[src/rtl/hamm_pkg.sv]
// Shared constants for the Hamming codec error injector.
package hamm_pkg;

   typedef enum logic [1:0] {
      MODE_PASS  = 2'd0,
      MODE_FIXED = 2'd1,
      MODE_WALK  = 2'd2,
      MODE_RAND  = 2'd3
   } mode_e;

   localparam int unsigned         LFSR_W       = 16;
   // Taps x^16 + x^14 + x^13 + x^11 map to bits 15, 13, 12, 10.
   localparam logic [LFSR_W-1:0]   LFSR_TAPS    = 16'hB400;
   localparam logic [LFSR_W-1:0]   DEFAULT_SEED = 16'hACE1;

endpackage

[src/rtl/hamm_lfsr16.sv]
// 16-bit Fibonacci LFSR, shifting left, with synchronous load and advance enable.
module hamm_lfsr16
   import hamm_pkg::*;
#(
   parameter logic [LFSR_W-1:0] SEED = DEFAULT_SEED
) (
   input  logic              clk_i,
   input  logic              load_i,
   input  logic              en_i,
   output logic [LFSR_W-1:0] lfsr_o
);

   logic [LFSR_W-1:0] lfsr_q;
   logic [LFSR_W-1:0] lfsr_d;

   // Next state: shift left, feedback is the XOR of the tapped bits.
   always_comb begin
      lfsr_d = {lfsr_q[LFSR_W-2:0], ^(lfsr_q & LFSR_TAPS)};
   end

   // Load wins over advance so clear/reset always restore the seed.
   always_ff @(posedge clk_i) begin
      if (load_i) begin
         lfsr_q <= SEED;
      end else if (en_i) begin
         lfsr_q <= lfsr_d;
      end
   end

   assign lfsr_o = lfsr_q;

endmodule

[src/rtl/hamm_err_injector.sv]
// Handshaked error injector between Hamming encoder and decoder.
// Corrupts every (cfg_period+1)-th accepted word with a PASS/FIXED/WALK/RAND mask.
module hamm_err_injector
   import hamm_pkg::*;
#(
   parameter int unsigned       W    = 7,
   parameter logic [LFSR_W-1:0] SEED = DEFAULT_SEED
) (
   input  logic         clk,
   input  logic         rst,
   input  logic [1:0]   cfg_mode,
   input  logic [W-1:0] cfg_mask,
   input  logic         cfg_double,
   input  logic [7:0]   cfg_period,
   input  logic         cfg_clear,
   input  logic         in_valid,
   output logic         in_ready,
   input  logic [W-1:0] in_data,
   output logic         out_valid,
   input  logic         out_ready,
   output logic [W-1:0] out_data,
   output logic [W-1:0] out_err_mask,
   output logic [15:0]  err_count
);

   localparam int unsigned WIDX_W = $clog2(W + 1);

   mode_e             mode;
   logic              accept;
   logic              inject;
   logic [W-1:0]      mask;
   logic [LFSR_W-1:0] lfsr;
   int unsigned       p1;
   int unsigned       p2;

   logic [7:0]        pcnt_q, pcnt_d;
   logic [WIDX_W-1:0] widx_q, widx_d;
   logic [15:0]       err_q, err_d;
   logic              out_valid_q, out_valid_d;
   logic [W-1:0]      out_data_q, out_data_d;
   logic [W-1:0]      out_mask_q, out_mask_d;

   assign mode     = mode_e'(cfg_mode);
   assign in_ready = !out_valid_q || out_ready;
   assign accept   = in_valid && in_ready;
   assign inject   = (pcnt_q == cfg_period);

   hamm_lfsr16 #(.SEED(SEED)) u_lfsr (
      .clk_i  (clk),
      .load_i (rst || cfg_clear),
      .en_i   (accept && (mode == MODE_RAND)),
      .lfsr_o (lfsr)
   );

   // Mask generation; bit position p (1 = MSB) lives at vector index W-p.
   always_comb begin
      mask = '0;
      p1   = (32'(lfsr[7:0]) % W) + 1;
      p2   = ((p1 + (32'(lfsr[15:8]) % (W - 1))) % W) + 1;
      if (inject) begin
         case (mode)
            MODE_FIXED: mask = cfg_mask;
            MODE_WALK: begin
               for (int unsigned i = 0; i < W; i++) begin
                  if ((W - i) == 32'(widx_q)) mask[i] = 1'b1;
               end
            end
            MODE_RAND: begin
               for (int unsigned i = 0; i < W; i++) begin
                  if (((W - i) == p1) || (cfg_double && ((W - i) == p2))) mask[i] = 1'b1;
               end
            end
            default: mask = '0;
         endcase
      end
   end

   // Counter, walk index and output-stage next state; clear overrides any same-cycle accept update.
   always_comb begin
      pcnt_d      = pcnt_q;
      widx_d      = widx_q;
      err_d       = err_q;
      out_valid_d = out_valid_q;
      out_data_d  = out_data_q;
      out_mask_d  = out_mask_q;
      if (accept) begin
         pcnt_d      = inject ? '0 : pcnt_q + 8'd1;
         if (inject && (mode == MODE_WALK)) begin
            widx_d = (widx_q == WIDX_W'(W)) ? WIDX_W'(1) : widx_q + WIDX_W'(1);
         end
         if ((|mask) && (err_q != '1)) begin
            err_d = err_q + 16'd1;
         end
         out_valid_d = 1'b1;
         out_data_d  = in_data ^ mask;
         out_mask_d  = mask;
      end else if (out_ready) begin
         out_valid_d = 1'b0;
      end
      if (cfg_clear) begin
         pcnt_d = '0;
         widx_d = WIDX_W'(1);
         err_d  = '0;
      end
   end

   // State registers with synchronous reset; reset drops any in-flight word.
   always_ff @(posedge clk) begin
      if (rst) begin
         pcnt_q      <= '0;
         widx_q      <= WIDX_W'(1);
         err_q       <= '0;
         out_valid_q <= 1'b0;
         out_data_q  <= '0;
         out_mask_q  <= '0;
      end else begin
         pcnt_q      <= pcnt_d;
         widx_q      <= widx_d;
         err_q       <= err_d;
         out_valid_q <= out_valid_d;
         out_data_q  <= out_data_d;
         out_mask_q  <= out_mask_d;
      end
   end

   assign out_valid    = out_valid_q;
   assign out_data     = out_data_q;
   assign out_err_mask = out_mask_q;
   assign err_count    = err_q;

endmodule
[config.mk]
export PLATFORM = sky130hd
export DESIGN_NAME = hamm_err_injector
export DESIGN_NICKNAME = d
export VERILOG_FILES = /design/src/rtl/hamm_pkg.sv /design/src/rtl/hamm_lfsr16.sv /design/src/rtl/hamm_err_injector.sv
export SDC_FILE = /design/constraint.sdc
export NUM_CORES = 1
export LEC_CHECK = 0
export CAP_MARGIN = 20
export CORE_MARGIN = 4
export CORE_UTILIZATION = 45
export DETAILED_ROUTE_END_ITERATION = 10
export DONT_BUFFER_PORTS = 1
export GPL_TIMING_DRIVEN = 1
export HOLD_SLACK_MARGIN = 0.06
export PLACE_DENSITY = 0.57
export SLEW_MARGIN = 20
export SYNTH_ARGS = -nofsm -noshare
export SYNTH_HDL_FRONTEND = slang
export SYNTH_SLANG_ARGS = --single-unit
[constraint.sdc]
create_clock -name clk -period 63 [get_ports clk]
set_clock_uncertainty 0.15 [all_clocks]
set_input_delay 6.3 -clock clk [delete_from_list [all_inputs] [get_ports clk]]
set_output_delay 6.3 -clock clk [all_outputs]
set_load 0.01 [all_outputs]
==> results of run 1 <==
-- cell usage in the layout, fill, tap and decap left out, drive strengths merged, types with 14 or more instances in the layout --
cell type	count
a22oi	18
nor2b	15
o31ai	24
and3	29
xor2	49
a211oi	32
o41ai	15
a211o	14
o22ai	15
a21oi	149
nand2	189
a21o	22
o21a	15
dfxtp	58
a31oi	24
nand3	86
ha	51
nand2b	14
inv	49
xnor2	74
nor4	18
o21ai	101
o211ai	37
and2	32
or3	37
mux2i	16
nor3	59
nor2	133
-- worst max-delay path: cells and delay by family, from the launching register on --
family | cells | cell delay (ns)
adder cells (fa/ha/maj) | 8 | 3.01
multiplexers | 6 | 1.84
buffers and inverters | 3 | 0.62
XOR/XNOR | 4 | 1.50
AND/OR/NAND/NOR | 26 | 7.56
flip-flops | 1 | 0.60
AO/OA/AOI/OAI | 38 | 11.38
-- cell type report --
type | count | area, um2 | share of cell area [%]
multi-input cells | 1525 | 10300 | 82.6
flip-flops and latches | 58 | 1160 | 9.35
well taps | 335 | 419 | 3.37
clock buffers | 9 | 225 | 1.81
inverters | 49 | 184 | 1.48
repair buffers | 12 | 90.1 | 0.725
clock inverters | 7 | 78.8 | 0.635
-- flip-flops by register name, indices dropped and copies added, names as in the netlist --
register	count
out_valid	1
u_lfsr.lfsr_o	16
out_data	7
err_count	16
pcnt_q	8
out_err_mask	7
widx_q	3
-- logic make-up after synthesis --
kind of cell,after synthesis
simple gates,677
buf+inv,137
mux,29
xor+xnor,123
fa+ha+maj,61
flops,58
compound gates,635
-- worst max-delay path by stage --
stage	endpoint	slack (ns)	startpoint
floorplan	err_count[0]	40.87	u_lfsr.lfsr_o[6]
global placement	err_count[10]	37.03	u_lfsr.lfsr_o[5]
detailed placement	err_count[14]	36.56	u_lfsr.lfsr_o[5]
CTS	err_count[14]	36.43	u_lfsr.lfsr_o[5]
global route	err_count[10]	34.08	u_lfsr.lfsr_o[5]
finish	err_count[14]	36.22	u_lfsr.lfsr_o[5]
-- metal layers --
| layer | vias up | share of wire [%] | wire, um | track usage [%] |
|---|---|---|---|---|
| met4 | 0 | 0.95 | 322 | 3.82 |
| met5 | - | 0 | 0 | 0 |
| met1 | 6004 | 47 | 15900 | 30.3 |
| met2 | 387 | 47 | 15900 | 38.5 |
| li1 | 6489 | - | - | - |
| met3 | 33 | 4.9 | 1660 | 2.64 |
-- per-stage QoR --
| stage | setup slack, ns | utilization (%) |
|---|---|---|
| after floorplan | 40.87 | - |
| after detailed placement | 36.56 | 46.3 |
| after global routing | 34.08 | 47.5 |
| after global placement | 37.03 | 46.3 |
| after CTS | 36.43 | 47.5 |
| final | 36.22 | 47.5 |
==> results.json, run 1 <==
{
  "status": "finished, final reports clean",
  "grt_pass1_vias": 11800,
  "place_congestion": 0.904,
  "worstMarginPinSlew_ns": 1.04,
  "fin_nets": 1737,
  "whs_ns": 0.351,
  "worst_path_largest_cell_delay_ns": 0.84,
  "maxSlewViolCount": 0,
  "cts_setup_buffers": 0,
  "place.port_buffers": 0,
  "async_flop_share_pct": 0,
  "vias_per_cell": 6.47,
  "synth_nets": 1802,
  "ctsResizeCount": 0,
  "synth_top_flop_cell": "dfxtp_1",
  "nFillCells": 2684,
  "drtPass1Iterations": 7,
  "fp-row-count": 59,
  "synthXorXnorAreaFrac_pct": 9.17,
  "grt_max_degree": 30,
  "hold_end": "out_err_mask[2]",
  "synth.avg_cell_area_um2": 6.97,
  "finalHoldViolations": 0,
  "hold_buffers": 0,
  "vias": 12900,
  "crit_type": "flop to flop",
  "synth_top_cell_by_area": "dfxtp_1",
  "globalRouteTotalUtil_pct": 22.3,
  "yosys.area_share.simple_pct": 28.7,
  "cts_root_buffer": "clkbuf_16",
  "ys_warn_count": 0,
  "synthAdderAreaFrac_pct": 6.25,
  "synth_mux_area_share_pct": 2.56,
  "finalSetupTns_ns": 0,
  "remaining_drc_errors": 0,
  "startpoint_type": "flop",
  "syn-instance-count": 1720,
  "netlist_area_um2": 12000,
  "hpwl_mm": 26.0,
  "cts_tree": "done",
  "crit_required_ns": 63.11,
  "antenna_found_initial": 0,
  "clk_latency_ns": 0.33,
  "synth.most_common_cell": "nand2_1",
  "die_y_um": 171,
  "maxSlewHeadroom_pct": 30.7,
  "ys_top_cells_by_area": "dfxtp_1 (9.7%), a21oi_1 (6.2%), nand2_1 (5.9%)",
  "ant_nets": 0,
  "synthToLayoutAreaGrowth_pct": 3.58,
  "finalCritPeriodShare_pct": 42.5,
  "synth_top_family_by_area": "compound AO/OA/AOI/OAI gates",
  "worstHoldPathCells": 2,
  "endpoint_kind": "flop",
  "r2r_slack_ns": 36.22,
  "setup_viol": 0,
  "synth_common_cells": "nand2_1 (189), a21oi_1 (149), nor2_1 (132), nand3_1 (86), xnor2_1 (73)",
  "seq_area_frac_synth_pct": 9.68,
  "min_from": "out_err_mask[2]",
  "hold_path_class": "flop to flop",
  "r2r-end": "err_count[14]",
  "rsz0062_at_grt": "no",
  "synth_cell_types": 121,
  "drive_above_1_share_pct": 7.23,
  "placed_cell_area_um2": 12100,
  "dp_cells": 1979,
  "drt-wirelength-per-cell_um": 17.0,
  "antenna_cells": 0,
  "cts.htree.levels": 3,
  "critPathSlowestCell": "a221oi_2",
  "drt_wl_total_mm": 33.8,
  "post-route-min-period_ns": 26.78,
  "fmax_ghz": 0.0373,
  "coreArea_um2": 26100,
  "maxCapViolCount": 0,
  "clock_path_buffers": 2,
  "yosysTopAreaCellShare_pct": 9.68,
  "synth_edf_count": 0,
  "rr_startpoint": "u_lfsr.lfsr_o[5]",
  "initial_utilization_pct": 45.9,
  "dieArea_um2": 29300,
  "fp.dieW_um": 171,
  "cts.sinks": 58,
  "fin_cells": 1995,
  "drtIter0Drc": 1013,
  "cts.clk_slew.worst_paths_ns": 0.06,
  "critPathMaxFanout": 28,
  "overflow": 0,
  "synth-seq-cells": 58,
  "design_area_um2": 12400,
  "grt_pass1_wl_mm": 57.1,
  "r2r_cells": 85,
  "cts_inserted_buffers": 9,
  "synth-compound-area-share_pct": 38.8,
  "worstPathArrival_ns": 26.89,
  "io_pins": 62
}
Power of run 1 is left out: the tool's default activity adds up to more than one toggle a clock period on the data nets, which glitch-free logic cannot reach.
==> run 2, diff against run 1 <==
--- a/config.mk
+++ b/config.mk
@@ -12,7 +12,7 @@
 export DONT_BUFFER_PORTS = 1
 export GPL_TIMING_DRIVEN = 1
 export HOLD_SLACK_MARGIN = 0.06
-export PLACE_DENSITY = 0.57
+export PLACE_DENSITY = 0.59
 export SLEW_MARGIN = 20
 export SYNTH_ARGS = -nofsm -noshare
 export SYNTH_HDL_FRONTEND = slang
==> constraint.sdc (replaced) <==
create_clock -name clk -period 24.4 [get_ports clk]
set_clock_uncertainty 0.15 [all_clocks]
set_input_delay 2.44 -clock clk [delete_from_list [all_inputs] [get_ports clk]]
set_output_delay 2.44 -clock clk [all_outputs]
set_load 0.01 [all_outputs]
==> run 2 against run 1 <==
Critical path depth grew 6. First-iteration DRC count grew 2.2%. Wire length grew 1.5%. Largest cell class unchanged. Setup slack lost 35 ns. Clock-buffer cell count is the same. Cell count grew 3.1%. Global-route usage grew 0.39 points. Register-to-register slack lost 35 ns. Flip-flop and latch count is the same. Maximum frequency grew 16%. Core utilization grew 2.4 points. Worst hold slack lost 0.0027 ns.
==> results.json, run 2 (same netlist as run 1, synthesis figures left out) <==
{
  "cts.clk_slew.worst_paths_ns": 0.05,
  "fin_cells": 2056,
  "regArea_um2": 1160,
  "hpwl_mm": 26.7,
  "place_congestion": 0.922,
  "endpoint_kind": "flop",
  "multi_input_comb_area_um2": 10400,
  "fp-row-count": 59,
  "worstHoldPathCells": 2,
  "r2r_cells": 91,
  "ant_nets": 0,
  "place.port_buffers": 0,
  "overflow": 0,
  "crit_type": "flop to flop",
  "drtIter0Drc": 1035,
  "clock_path_buffers": 2,
  "io_pins": 62,
  "finalSetupTns_ns": 0,
  "clk_latency_ns": 0.33,
  "rr_startpoint": "u_lfsr.lfsr_o[6]",
  "fin_util_pct": 49.9,
  "cts.htree.levels": 3,
  "fin_nets": 1798,
  "remaining_drc_errors": 0,
  "dieArea_um2": 29300,
  "final_cell_mix": "nand2_1 (189), a21oi_1 (146), nor2_1 (130)",
  "antenna_cells": 0,
  "worst_path_largest_cell_delay_ns": 0.56,
  "post-route-min-period_ns": 23.07,
  "maxSlewViolCount": 0,
  "final_common_cell": "nand2_1",
  "critPathMaxFanout": 28,
  "nFillCells": 2641,
  "drt-wirelength-per-cell_um": 16.7,
  "fp.dieW_um": 171,
  "fmax_ghz": 0.0433,
  "crit_path_frequent_cell": "buf_4",
  "maxSlewHeadroom_pct": 32.7,
  "initial_utilization_pct": 45.9,
  "worstPathArrival_ns": 23.17,
  "finalHoldViolations": 0,
  "grt_max_degree": 30,
  "worstMarginPinSlew_ns": 1.01,
  "min_from": "out_err_mask[5]",
  "crit_required_ns": 24.50,
  "drive_above_1_share_pct": 12.0,
  "grt_pass1_wl_mm": 58.1,
  "status": "finished, final reports clean",
  "cts_tree": "done",
  "vias": 13300,
  "antenna_found_initial": 0,
  "cts_inserted_buffers": 9,
  "dp_cells": 2033,
  "whs_ns": 0.348,
  "vias_per_cell": 6.48,
  "startpoint_type": "flop",
  "globalRouteTotalUtil_pct": 22.7,
  "setup_viol": 0,
  "finalCritPeriodShare_pct": 94.5,
  "maxCapViolCount": 0,
  "critPathSlowestCell": "or4_4",
  "r2r_slack_ns": 1.33,
  "hold_path_class": "flop to flop",
  "synthToLayoutAreaGrowth_pct": 8.73,
  "cts_root_buffer": "clkbuf_16",
  "drtPass1Iterations": 6,
  "hold_end": "out_err_mask[5]",
  "drt_wl_total_mm": 34.4,
  "cts.sinks": 58,
  "hold_buffers": 0,
  "grt_pass1_vias": 12000,
  "die_y_um": 171,
  "coreArea_um2": 26100,
  "r2r-end": "err_count[12]"
}
## run 2: per-stage QoR
stage / cell area, um2 / worst slack (ns)
2_1_floorplan: 12000 / 2.27
3_3_place_gp: 12500 / 0.651
3_5_place_dp: 12500 / 0.402
4_1_cts: 12800 / 0.297
5_1_grt: 13000 / -0.0153
6_report: 13000 / 1.33
## run 2: worst max-delay path, delay by kind of cell, from the launching register on
kind,cells,cell delay (ns)
flops,1,0.39
simple gates,23,6.27
compound gates,44,10.13
buf+inv,8,1.51
xor+xnor,3,0.54
fa+ha+maj,8,2.37
mux,5,1.59
## run 2: worst max-delay path by stage
stage / to / slack [ns] / from / cells after the start
2_1_floorplan: err_count[0] / 2.27 / u_lfsr.lfsr_o[6] / 89
3_3_place_gp: err_count[14] / 0.65 / u_lfsr.lfsr_o[5] / 87
3_5_place_dp: err_count[12] / 0.40 / u_lfsr.lfsr_o[5] / 87
4_1_cts: err_count[12] / 0.30 / u_lfsr.lfsr_o[5] / 87
5_1_grt: err_count[14] / -0.02 / u_lfsr.lfsr_o[6] / 89
6_report: err_count[12] / 1.33 / u_lfsr.lfsr_o[6] / 91
## run 2: final cells by class
type                            instances  share of cell area [%]
Clock buffer                            9                    1.73
Timing Repair Buffer                   73                    4.23
Clock inverter                          7                   0.537
Inverter                               49                    1.41
Sequential cell                        58                    8.93
Multi-Input combinational cell       1525                    80.0
Tap cell                              335                    3.21
## run 2: repair_timing
action                                  in CTS  in global routing
gates resized for setup                      0                 35
buffers inserted                             0                  7
endpoints found under the setup margin       0                 30
## run 2: per-layer routing
metal	share of wire (%)	GRT usage (%)
met1	46	31.0
met2	47	38.6
met3	5.8	2.85
met4	1.4	4.34
met5	0	0
Power of run 2 is left out for the same reason.
